--- config.mk ---
export PLATFORM = sky130hd
export DESIGN_NAME = puf_challenge_sequencer
export DESIGN_NICKNAME = d
export VERILOG_FILES = /design/src/rtl/puf_pkg.sv /design/src/rtl/puf_window_timer.sv /design/src/rtl/puf_challenge_sequencer.sv
export SDC_FILE = /design/constraint.sdc
export NUM_CORES = 1
export LEC_CHECK = 0
export CAP_MARGIN = 20
export CORE_ASPECT_RATIO = 1.25
export CORE_MARGIN = 3
export CORE_UTILIZATION = 29
export CTS_BUF_LIST = sky130_fd_sc_hd__clkbuf_2 sky130_fd_sc_hd__clkbuf_4 sky130_fd_sc_hd__clkbuf_8
export CTS_CLUSTER_SIZE = 16
export DETAILED_ROUTE_END_ITERATION = 12
export SLEW_MARGIN = 30
export SYNTH_ARGS = -nofsm -noshare
export SYNTH_HDL_FRONTEND = slang
export SYNTH_HIERARCHICAL = 1
export SYNTH_SLANG_ARGS = --single-unit
--- constraint.sdc ---
create_clock -name clk -period 3.7 [get_ports clk]
set_input_delay 0.74 -clock clk [delete_from_list [all_inputs] [get_ports clk]]
set_output_delay 0.74 -clock clk [all_outputs]
set_load 0.05 [all_outputs]
--- src/rtl/puf_pkg.sv ---
// Shared types and default widths for the ring-oscillator PUF sequencer.
package puf_pkg;

    localparam int DEF_SEL_W     = 5;
    localparam int DEF_CNT_W     = 8;
    localparam int DEF_WINDOW_W  = 8;
    localparam int DEF_RESP_BITS = 8;
    localparam int SETTLE_CYCLES = 2;

    typedef enum logic [2:0] {
        IDLE,
        CLEAR,
        RUN,
        SETTLE,
        COMPARE,
        DONE
    } puf_state_e;

endpackage

--- src/rtl/puf_window_timer.sv ---
// Loadable down-counter for the RUN window; expired marks the last enabled cycle.
module puf_window_timer #(
    parameter int W = 8
) (
    input  logic         clk,
    input  logic         rst_n,
    input  logic         load,
    input  logic [W-1:0] load_val,
    input  logic         en,
    output logic         expired
);

    logic [W-1:0] cnt_q, cnt_d;

    always_comb begin
        cnt_d = cnt_q;
        if (load)
            cnt_d = load_val;
        else if (en && cnt_q != '0)
            cnt_d = cnt_q - W'(1);
    end

    always_ff @(posedge clk) begin
        if (!rst_n) cnt_q <= '0;
        else        cnt_q <= cnt_d;
    end

    assign expired = en && (cnt_q == W'(1));

endmodule

--- src/rtl/puf_challenge_sequencer.sv ---
// PUF challenge sequencer: walks RESP_BITS oscillator pairs and builds the response.
// Define PUF_MAJORITY_EN to measure every bit three times and take the majority.
module puf_challenge_sequencer
    import puf_pkg::*;
#(
    parameter int SEL_W     = DEF_SEL_W,
    parameter int CNT_W     = DEF_CNT_W,
    parameter int WINDOW_W  = DEF_WINDOW_W,
    parameter int RESP_BITS = DEF_RESP_BITS
) (
    input  logic                 clk,
    input  logic                 rst_n,
    input  logic                 start,
    input  logic [SEL_W-1:0]     base_sel,
    input  logic [WINDOW_W-1:0]  window,
    input  logic [CNT_W-1:0]     count_a,
    input  logic [CNT_W-1:0]     count_b,
    output logic                 osc_en,
    output logic                 cnt_clr,
    output logic [SEL_W-1:0]     sel_a,
    output logic [SEL_W-1:0]     sel_b,
    output logic                 busy,
    output logic                 done,
    output logic [RESP_BITS-1:0] response,
    output logic                 ovf
);

    localparam int IDX_W = (RESP_BITS > 1) ? $clog2(RESP_BITS) : 1;
    localparam int STL_W = (SETTLE_CYCLES > 1) ? $clog2(SETTLE_CYCLES) : 1;

    puf_state_e           state_q, state_d;
    logic [SEL_W-1:0]     base_q, base_d;
    logic [WINDOW_W-1:0]  win_q, win_d;
    logic [IDX_W-1:0]     i_q, i_d;
    logic [STL_W-1:0]     stl_q, stl_d;
    logic [RESP_BITS-1:0] response_q, response_d;
    logic                 ovf_q, ovf_d;
    logic [SEL_W-1:0]     sel_a_q, sel_a_d, sel_b_q, sel_b_d;
    logic                 osc_en_q, osc_en_d, cnt_clr_q, cnt_clr_d;
    logic                 busy_q, busy_d, done_q, done_d;
`ifdef PUF_MAJORITY_EN
    logic [1:0]           rep_q, rep_d, votes_q, votes_d;
`endif
    logic                 res, bit_val, bit_last_pass, win_expired;

    puf_window_timer #(.W(WINDOW_W)) u_timer (
        .clk      (clk),
        .rst_n    (rst_n),
        .load     (state_q == CLEAR),
        .load_val (win_q),
        .en       (state_q == RUN),
        .expired  (win_expired)
    );

    always_comb begin
        state_d       = state_q;
        base_d        = base_q;
        win_d         = win_q;
        i_d           = i_q;
        stl_d         = stl_q;
        response_d    = response_q;
        ovf_d         = ovf_q;
        sel_a_d       = sel_a_q;
        sel_b_d       = sel_b_q;
`ifdef PUF_MAJORITY_EN
        rep_d         = rep_q;
        votes_d       = votes_q;
`endif
        res           = (count_a > count_b);
        bit_val       = 1'b0;
        bit_last_pass = 1'b0;

        unique case (state_q)
            IDLE: if (start) begin
                state_d    = CLEAR;
                base_d     = base_sel;
                win_d      = (window == '0) ? WINDOW_W'(1) : window;
                i_d        = '0;
                response_d = '0;
                ovf_d      = 1'b0;
`ifdef PUF_MAJORITY_EN
                rep_d      = '0;
                votes_d    = '0;
`endif
            end
            CLEAR: state_d = RUN;
            RUN: if (win_expired) begin
                state_d = SETTLE;
                stl_d   = '0;
            end
            SETTLE: begin
                if (stl_q == STL_W'(SETTLE_CYCLES - 1)) state_d = COMPARE;
                else                                    stl_d   = stl_q + STL_W'(1);
            end
            COMPARE: begin
                if (count_a == '1 || count_b == '1) ovf_d = 1'b1;
`ifdef PUF_MAJORITY_EN
                bit_last_pass = (rep_q == 2'd2);
                bit_val       = ((votes_q + {1'b0, res}) >= 2'd2);
                votes_d       = bit_last_pass ? 2'd0 : votes_q + {1'b0, res};
                rep_d         = bit_last_pass ? 2'd0 : rep_q + 2'd1;
`else
                bit_last_pass = 1'b1;
                bit_val       = res;
`endif
                if (!bit_last_pass) begin
                    state_d = CLEAR;
                end else begin
                    response_d[i_q] = bit_val;
                    if (int'(i_q) == RESP_BITS - 1) begin
                        state_d = DONE;
                    end else begin
                        i_d     = i_q + IDX_W'(1);
                        state_d = CLEAR;
                    end
                end
            end
            DONE:    state_d = IDLE;
            default: state_d = IDLE;
        endcase

        // Selectors move only on entry to CLEAR so they stay put through COMPARE.
        if (state_d == CLEAR) begin
            sel_a_d = base_d + SEL_W'({i_d, 1'b0});
            sel_b_d = sel_a_d + SEL_W'(1);
        end

        osc_en_d  = (state_d == RUN);
        cnt_clr_d = (state_d == CLEAR);
        busy_d    = (state_d != IDLE);
        done_d    = (state_d == DONE);
    end

    always_ff @(posedge clk) begin
        if (!rst_n) begin
            state_q    <= IDLE;
            base_q     <= '0;
            win_q      <= '0;
            i_q        <= '0;
            stl_q      <= '0;
            response_q <= '0;
            ovf_q      <= 1'b0;
            sel_a_q    <= '0;
            sel_b_q    <= '0;
            osc_en_q   <= 1'b0;
            cnt_clr_q  <= 1'b0;
            busy_q     <= 1'b0;
            done_q     <= 1'b0;
`ifdef PUF_MAJORITY_EN
            rep_q      <= '0;
            votes_q    <= '0;
`endif
        end else begin
            state_q    <= state_d;
            base_q     <= base_d;
            win_q      <= win_d;
            i_q        <= i_d;
            stl_q      <= stl_d;
            response_q <= response_d;
            ovf_q      <= ovf_d;
            sel_a_q    <= sel_a_d;
            sel_b_q    <= sel_b_d;
            osc_en_q   <= osc_en_d;
            cnt_clr_q  <= cnt_clr_d;
            busy_q     <= busy_d;
            done_q     <= done_d;
`ifdef PUF_MAJORITY_EN
            rep_q      <= rep_d;
            votes_q    <= votes_d;
`endif
        end
    end

    assign osc_en   = osc_en_q;
    assign cnt_clr  = cnt_clr_q;
    assign sel_a    = sel_a_q;
    assign sel_b    = sel_b_q;
    assign busy     = busy_q;
    assign done     = done_q;
    assign response = response_q;
    assign ovf      = ovf_q;

endmodule

==> results by group, run 1 <==
Pwr
  • Switching part of the total: 31.6%
  • Clock power share: 25.2%
  • Cell Pwr Density: 371 nW/um^2
  • Total power: 0.00125 W
  • Psw: 0.000394 W
  • Worst vdd ir: 0.161 mV
  • Seq pwr share: 49.1%
  • Combinational share of power: 25.7%
  • Leak pwr: 1.34 nW
  • Internal power: 0.000856 W

GRT
  • Grt total ovfl: 0
  • Total Routing Usage GR: 11.9%
  • Vias in the first global route: 2211
  • Met3 usage: 1.76%
  • First-pass GRT wire length: 9.97 mm
  • Met2 usage: 21.2%
  • Met1 Use GR: 14.6%
  • Largest net degree at the start of global routing: 26
  • Most used routing layer in global routing: met2
  • Antenna violations before repair: 0

Clock tree
  • Num CTS Buffers: 5
  • Hold Buf Count CTS: 0
  • Clk pin slew, worst setup/hold paths: 0.09 ns
  • Clock Tree Root: clkbuf_8
  • Maximum clock path buffer count: 2
  • Clock Latency Late Sink: 0.30 ns
  • H-tree lvl count: 2
  • CTS tree: done
  • Clock Sink Count: 51
  • Post-CTS setup buffers: 0
  • Gates resized, CTS repair: 0

Floorplan
  • Floorplan row count: 38
  • Die area: 10200 um^2
  • IO Pins: 55
  • Starting density of the core: 29.9%
  • Die X: 90.8 um
  • Core Area: 8700 um^2
  • Die Height: 112 um

Synthesis
  • Count of different cell masters after synthesis: 49
  • Synth Area per Inst: 8.21 um^2
  • Synth Instances: 317
  • Main flop type after synthesis: dfxtp_1
  • FFs w/ async S/R, synth: 0%
  • Yosys warns: 6
  • Yosys reg bits: 51
  • Most area-hungry cell type in the Yosys netlist: dfxtp_1
  • Compound-Gate Fraction of Synth Area: 16.3%
  • Post-Synth Simple-Gate Area: 25.0%
  • Adder-cell share of the synthesized area: 8.46%
  • Post-synth top area share: 39.2%
  • Largest family of logic cells by synthesized area: simple AND/OR/NAND/NOR gates
  • Sequential fraction of the synthesis area: 39.2%
  • Multiplexer share of the synthesized area: 3.08%
  • Area of the mapped netlist: 2600 um^2
  • Synth Area in XOR/XNOR: 2.98%
  • Synth area leaders: dfxtp_1 39%, ha_1 7.7%, nand2_1 7.1%, a21oi_1 6.0%, nor2_1 4.2%
  • Post-synth EDFFs: 0
  • Syn Nets: 366

Placed design
  • Placed Area: 3290 um^2
  • Post-DP HPWL: 4.66 mm
  • GPL Wtd Cong: 0.768
  • IO buf count: 54

Setup path
  • Reg2reg start: state_q[2]
  • Worst Setup Start Kind: input port
  • Critical Path Source: start
  • Critical path peak fanout: 5
  • Arr. time, crit path: 3.35 ns
  • Crit Path Category: in -> reg
  • Crit. End Element: flop
  • Critical Path RT: 3.92 ns

Min path
  • Hold wc startpoint: win_q[6]
  • Hold Crit Class: reg -> reg

STA
  • Final Setup Violations: 0
  • Hold_ws: 0.459 ns
  • Final min period: 3.13 ns
  • Final Max Tran Viols: 0
  • FMAX: 319 MHz
  • Measured slew at the worst slew-check pin: 0.562 ns
  • Final TNS setup: 0 ns
  • Clock skew: 0.00358 ns
  • RSZ-0062 raised after global routing: false
  • Fin. Hold Viols: 0
  • Rel. slew slack: 62.5%
  • Period utilization: 84.7%

Drt
  • DRC errors left: 0
  • WL final: 5.99 mm
  • 1st-iter DRT viols: 77
  • Antenna Nets Post-Route: 0
  • Routed vias/inst: 4.63
  • Post-DR wirelength/cell: 12.2 um
  • Via count: 2283
  • DR pass1 iterations: 4

Cells and area
  • Layout overhead on the synthesized area: 29.5%
  • Share of layout cells above drive strength 1: 6.43%
  • Post-route cell area: 3370 um^2
  • Number of fill cells: 896
  • Fin util: 38.8%
  • Fin nets: 421
  • Ant diodes: 0

Outcome
  • Outcome: complete, no violations

Job
  • Maxcap violations: 0
metrics by stage:
| stage | worst slack, ns | instances |
|---|---|---|
| after detailed placement | 0.276 | 485 |
| after global routing | 0.335 | 493 |
| after floorplan | 0.798 | 317 |
| after CTS | 0.555 | 493 |
| final | 0.567 | 493 |
| after global placement | 0.341 | 485 |
sequential cells by signal, summed over array words and instances (netlist names):
register,count
response,8
u_timer/cnt_q,8
win_q,8
base_q,5
sel_a,5
sel_b,5
i_q,3
state_q,3
busy,1
cnt_clr,1
done,1
osc_en,1
ovf,1
stl_q,1
logic make-up (layout without fill, tap and decap cells):
group / count (synthesis) / count (layout)
buf+inv: 32 / 88
xor+xnor: 8 / 8
fa+ha+maj: 17 / 17
mux: 8 / 8
simple gates: 129 / 129
flops: 51 / 51
compound gates: 72 / 72
worst paths after layout:
kind	slack, ns	depth (start not counted)	end
max	0.57	11	sel_b[4]
max reg2reg	0.79	10	sel_b[4]
min reg2reg	0.46	2	win_q[6]
min	0.46	2	win_q[6]
cell type report:
type	count	area, um^2	share of cell area [%]
Inverter	19	71.3	2.12
Clock inverter	3	15.0	0.445
Clock buffer	5	68.8	2.04
Tap cell	120	150	4.45
Sequential cell	51	1020	30.3
Timing Repair Buffer	61	593	17.6
Multi-Input combinational cell	234	1450	43.1
metal layers:
layer  share of wire [%]  wire, um
met1                  46      2730
met3                 3.0       177
met4                 1.1        68
met5                   0         0
met2                  50      3010
cell usage after synthesis, types with 6 or more instances:
cell type / n
dfxtp_1: 51
nand2_1: 49
a21oi_1: 31
nor2_1: 29
inv_1: 18
ha_1: 16
o21ai_0: 15
clkbuf_1: 9
nand3_1: 9
mux2i_1: 8
nand4_1: 7
a211oi_1: 6
a31oi_1: 6
nor2b_1: 6
power groups by stage:
stage	registers, W	clock network (W)	logic, W
2_1_floorplan	0.000661	0	0.000178
3_3_place_gp	0.000626	0	0.000320
3_5_place_dp	0.000627	0	0.000323
4_1_cts	0.000615	0.000326	0.000324
5_1_grt	0.000620	0.000348	0.000356
6_report	0.000614	0.000315	0.000321
critical path, cell delays in order:
cell             delay [ns]
clkdlybuf4s50_1        0.54
nor4b_4                0.37
a21oi_1                0.11
nand2_1                0.09
o21ai_0                0.10
ha_1                   0.24
inv_1                  0.07
fa_1                   0.50
nor3b_1                0.26
xor2_1                 0.09
a211oi_1               0.24
cells in the final DEF, fill, tap and decap left out, types with 3 or more instances in the layout:
| master | instances |
|---|---|
| nand3_1 | 9 |
| nor3_1 | 4 |
| nor3b_1 | 4 |
| buf_4 | 7 |
| xor2_1 | 3 |
| dfxtp_1 | 51 |
| clkdlybuf4s50_1 | 54 |
| o21a_1 | 3 |
| clkinv_2 | 3 |
| clkbuf_8 | 5 |
| a31oi_1 | 6 |
| nand2b_1 | 3 |
| nor2_1 | 29 |
| a211oi_1 | 6 |
| xnor2_1 | 4 |
| o21ai_0 | 15 |
| mux2i_1 | 8 |
| nand2_1 | 49 |
| ha_1 | 16 |
| nand4_1 | 7 |
| a21oi_1 | 31 |
| inv_1 | 18 |
| nor2b_1 | 6 |
(Power assumes the default switching activity.)
==> inputs of run 2 (changes only) <==
clock period = 2.85 ns   (was 3.7 ns; I/O delays follow)
==> results by group, run 2 (synthesis results as in run 1) <==
Clock tree
  • Clk pin slew, worst setup/hold paths: 0.09 ns (about the same)
  • Clock Latency Late Sink: 0.30 ns (about the same)
  • Post-CTS setup buffers: 0 (unchanged)
  • H-tree lvl count: 2 (unchanged)
  • Clock Sink Count: 51 (unchanged)
  • Num CTS Buffers: 5 (unchanged)
  • CTS tree: done (unchanged)
  • Clock Tree Root: clkbuf_8 (unchanged)
  • Maximum clock path buffer count: 2 (unchanged)

Pwr
  • Cell Pwr Density: 520 nW/um^2 (was 371 nW/um^2)
  • Worst vdd ir: 0.241 mV (was 0.161 mV)
  • Total power: 0.00183 W (was 0.00125 W)
  • Internal power: 0.00132 W (was 0.000856 W)
  • Seq pwr share: 43.4% (was 49.1%)
  • Leak pwr: 1.42 nW (was 1.34 nW)
  • Clock power share: 32.7% (was 25.2%)
  • Combinational share of power: 23.8% (was 25.7%)
  • Switching part of the total: 28.2% (was 31.6%)
  • Psw: 0.000517 W (was 0.000394 W)

Drt
  • 1st-iter DRT viols: 101 (was 77)
  • DR pass1 iterations: 4 (unchanged)
  • Post-DR wirelength/cell: 12.4 um (was 12.2 um)
  • Routed vias/inst: 4.70 (was 4.63)
  • DRC errors left: 0 (unchanged)
  • WL final: 6.23 mm (was 5.99 mm)
  • Antenna Nets Post-Route: 0 (unchanged)
  • Via count: 2368 (was 2283)

Min path
  • Hold Path End: sel_b[2] (was win_q[6])
  • Hold Path Depth: 2 (unchanged)
  • Hold wc startpoint: sel_b[2] (was win_q[6])
  • Hold Crit Class: reg -> reg (unchanged)

Setup path
  • Reg2reg start: state_q[0] (was state_q[2])
  • Crit Path Category: in -> reg (unchanged)
  • Capturing point of the worst reg2reg path: sel_b[4] (unchanged)
  • Critical path peak fanout: 4 (was 5)
  • R2R depth: 10 (unchanged)
  • Arr. time, crit path: 2.88 ns (was 3.35 ns)
  • Crit. End Element: flop (unchanged)
  • Worst R2R Setup Slack: 0.25 ns (was 0.79 ns)
  • Critical Path RT: 3.02 ns (was 3.92 ns)
  • Worst Setup Start Kind: input port (unchanged)

STA
  • Fin. Hold Viols: 0 (unchanged)
  • Rel. slew slack: 64.4% (was 62.5%)
  • Final Setup Violations: 0 (unchanged)
  • Min setup slack post-route: 0.148 ns (was 0.567 ns)
  • Period utilization: 94.8%
  • Measured slew at the worst slew-check pin: 0.533 ns (was 0.562 ns)
  • Clock skew: 0.0107 ns (was 0.00358 ns)
  • Hold_ws: 0.460 ns (was 0.459 ns)
  • FMAX: 370 MHz
  • Final min period: 2.70 ns
  • Final Max Tran Viols: 0 (unchanged)

Cells and area
  • Layout overhead on the synthesized area: 35.5% (was 29.5%)
  • Fin nets: 432 (was 421)
  • Number of fill cells: 877 (was 896)
  • Ant diodes: 0 (unchanged)
  • Most common cell after layout, fill and taps aside: clkdlybuf4s50_1 (unchanged)
  • Share of layout cells above drive strength 1: 10.7% (was 6.43%)
  • Non-Filler Instances: 504 (was 493)
  • Most frequent cells in the layout: 54 x clkdlybuf4s50_1, 49 x nand2_1, 49 x dfxtp_1 (was 54 x clkdlybuf4s50_1, 51 x dfxtp_1, 49 x nand2_1)
  • Fin util: 40.5% (was 38.8%)

GRT
  • Grt total ovfl: 0 (unchanged)
  • First-pass GRT wire length: 10.5 mm (was 9.97 mm)
  • Antenna violations before repair: 0 (unchanged)
  • Largest net degree at the start of global routing: 25 (was 26)
  • Vias in the first global route: 2276 (was 2211)
  • Total Routing Usage GR: 12.6% (was 11.9%)

Floorplan
  • Die area: 10200 um^2 (unchanged)
  • IO Pins: 55 (unchanged)
  • Die X: 90.8 um (unchanged)
  • Starting density of the core: 29.9% (unchanged)
  • Die Height: 112 um (unchanged)
  • Core Area: 8700 um^2 (unchanged)
  • Floorplan row count: 38 (unchanged)

Placed design
  • Placed cell count: 496 (was 485)
  • GPL Wtd Cong: 0.809 (was 0.768)
  • IO buf count: 54 (unchanged)
  • DP Worst Slack: -0.164 ns (was 0.276 ns)
  • Post-DP HPWL: 4.88 mm (was 4.66 mm)

Job
  • Maxcap violations: 0 (unchanged)

Outcome
  • Outcome: complete, no violations (unchanged)
run 2: stage by stage:
stage	cell area [um^2]	TNS [ns]
after floorplan	2600	0
after global placement	3370	-0.222
after detailed placement	3370	-0.406
after CTS	3510	0
after global routing	3530	-0.0212
final	3530	0
run 2: worst max path at each step:
stage | startpoint | end | slack, ns
floorplan | start | sel_b[4] | 0.12
global placement | start | sel_b[4] | -0.11
detailed placement | start | sel_b[4] | -0.16
CTS | start | sel_b[4] | 0.14
global route | start | sel_b[4] | -0.02
finish | start | sel_b[4] | 0.15
run 2: cell type report:
| type | count | area [um^2] | area share, % |
|---|---|---|---|
| clock inverter | 2 | 60.1 | 1.70 |
| clock buffer | 6 | 76.3 | 2.16 |
| inverter | 19 | 71.3 | 2.02 |
| multi-input combinational | 234 | 1470 | 41.7 |
| sequential | 51 | 1020 | 29.0 |
| timing repair buffer | 72 | 676 | 19.2 |
| tap | 120 | 150 | 4.26 |
run 2: power by group through the flow:
stage          Combinational (W)  Sequential (W)  Clock (W)
6_report                0.000437        0.000797   0.000600
5_1_grt                 0.000484        0.000804   0.000650
4_1_cts                 0.000439        0.000797   0.000614
3_5_place_dp            0.000438        0.000813          0
3_3_place_gp            0.000432        0.000813          0
2_1_floorplan           0.000231        0.000858          0
run 2: timing repair:
action / CTS / global route
endpoints found under the setup margin: 0 / 3
gates resized for setup: 0 / 6
hold buffers: 0 / 0
run 2: metal layers:
| metal | track usage, % | vias up | wire length, um |
|---|---|---|---|
| li1 | - | 1228 | - |
| met1 | 15.3 | 1094 | 2800 |
| met2 | 22.1 | 38 | 3110 |
| met3 | 2.36 | 8 | 206 |
| met4 | 4.80 | 0 | 112 |
| met5 | 0 | - | 0 |
run 2: critical path, stage by stage:
cell	delay, ns
clkdlybuf4s50_1	0.49
nor4b_4	0.26
buf_4	0.19
nand2_1	0.07
nand2_1	0.06
ha_1	0.16
inv_1	0.05
fa_1	0.37
xor2_1	0.17
nor3b_2	0.21
xor2_1	0.19
a211oi_2	0.08
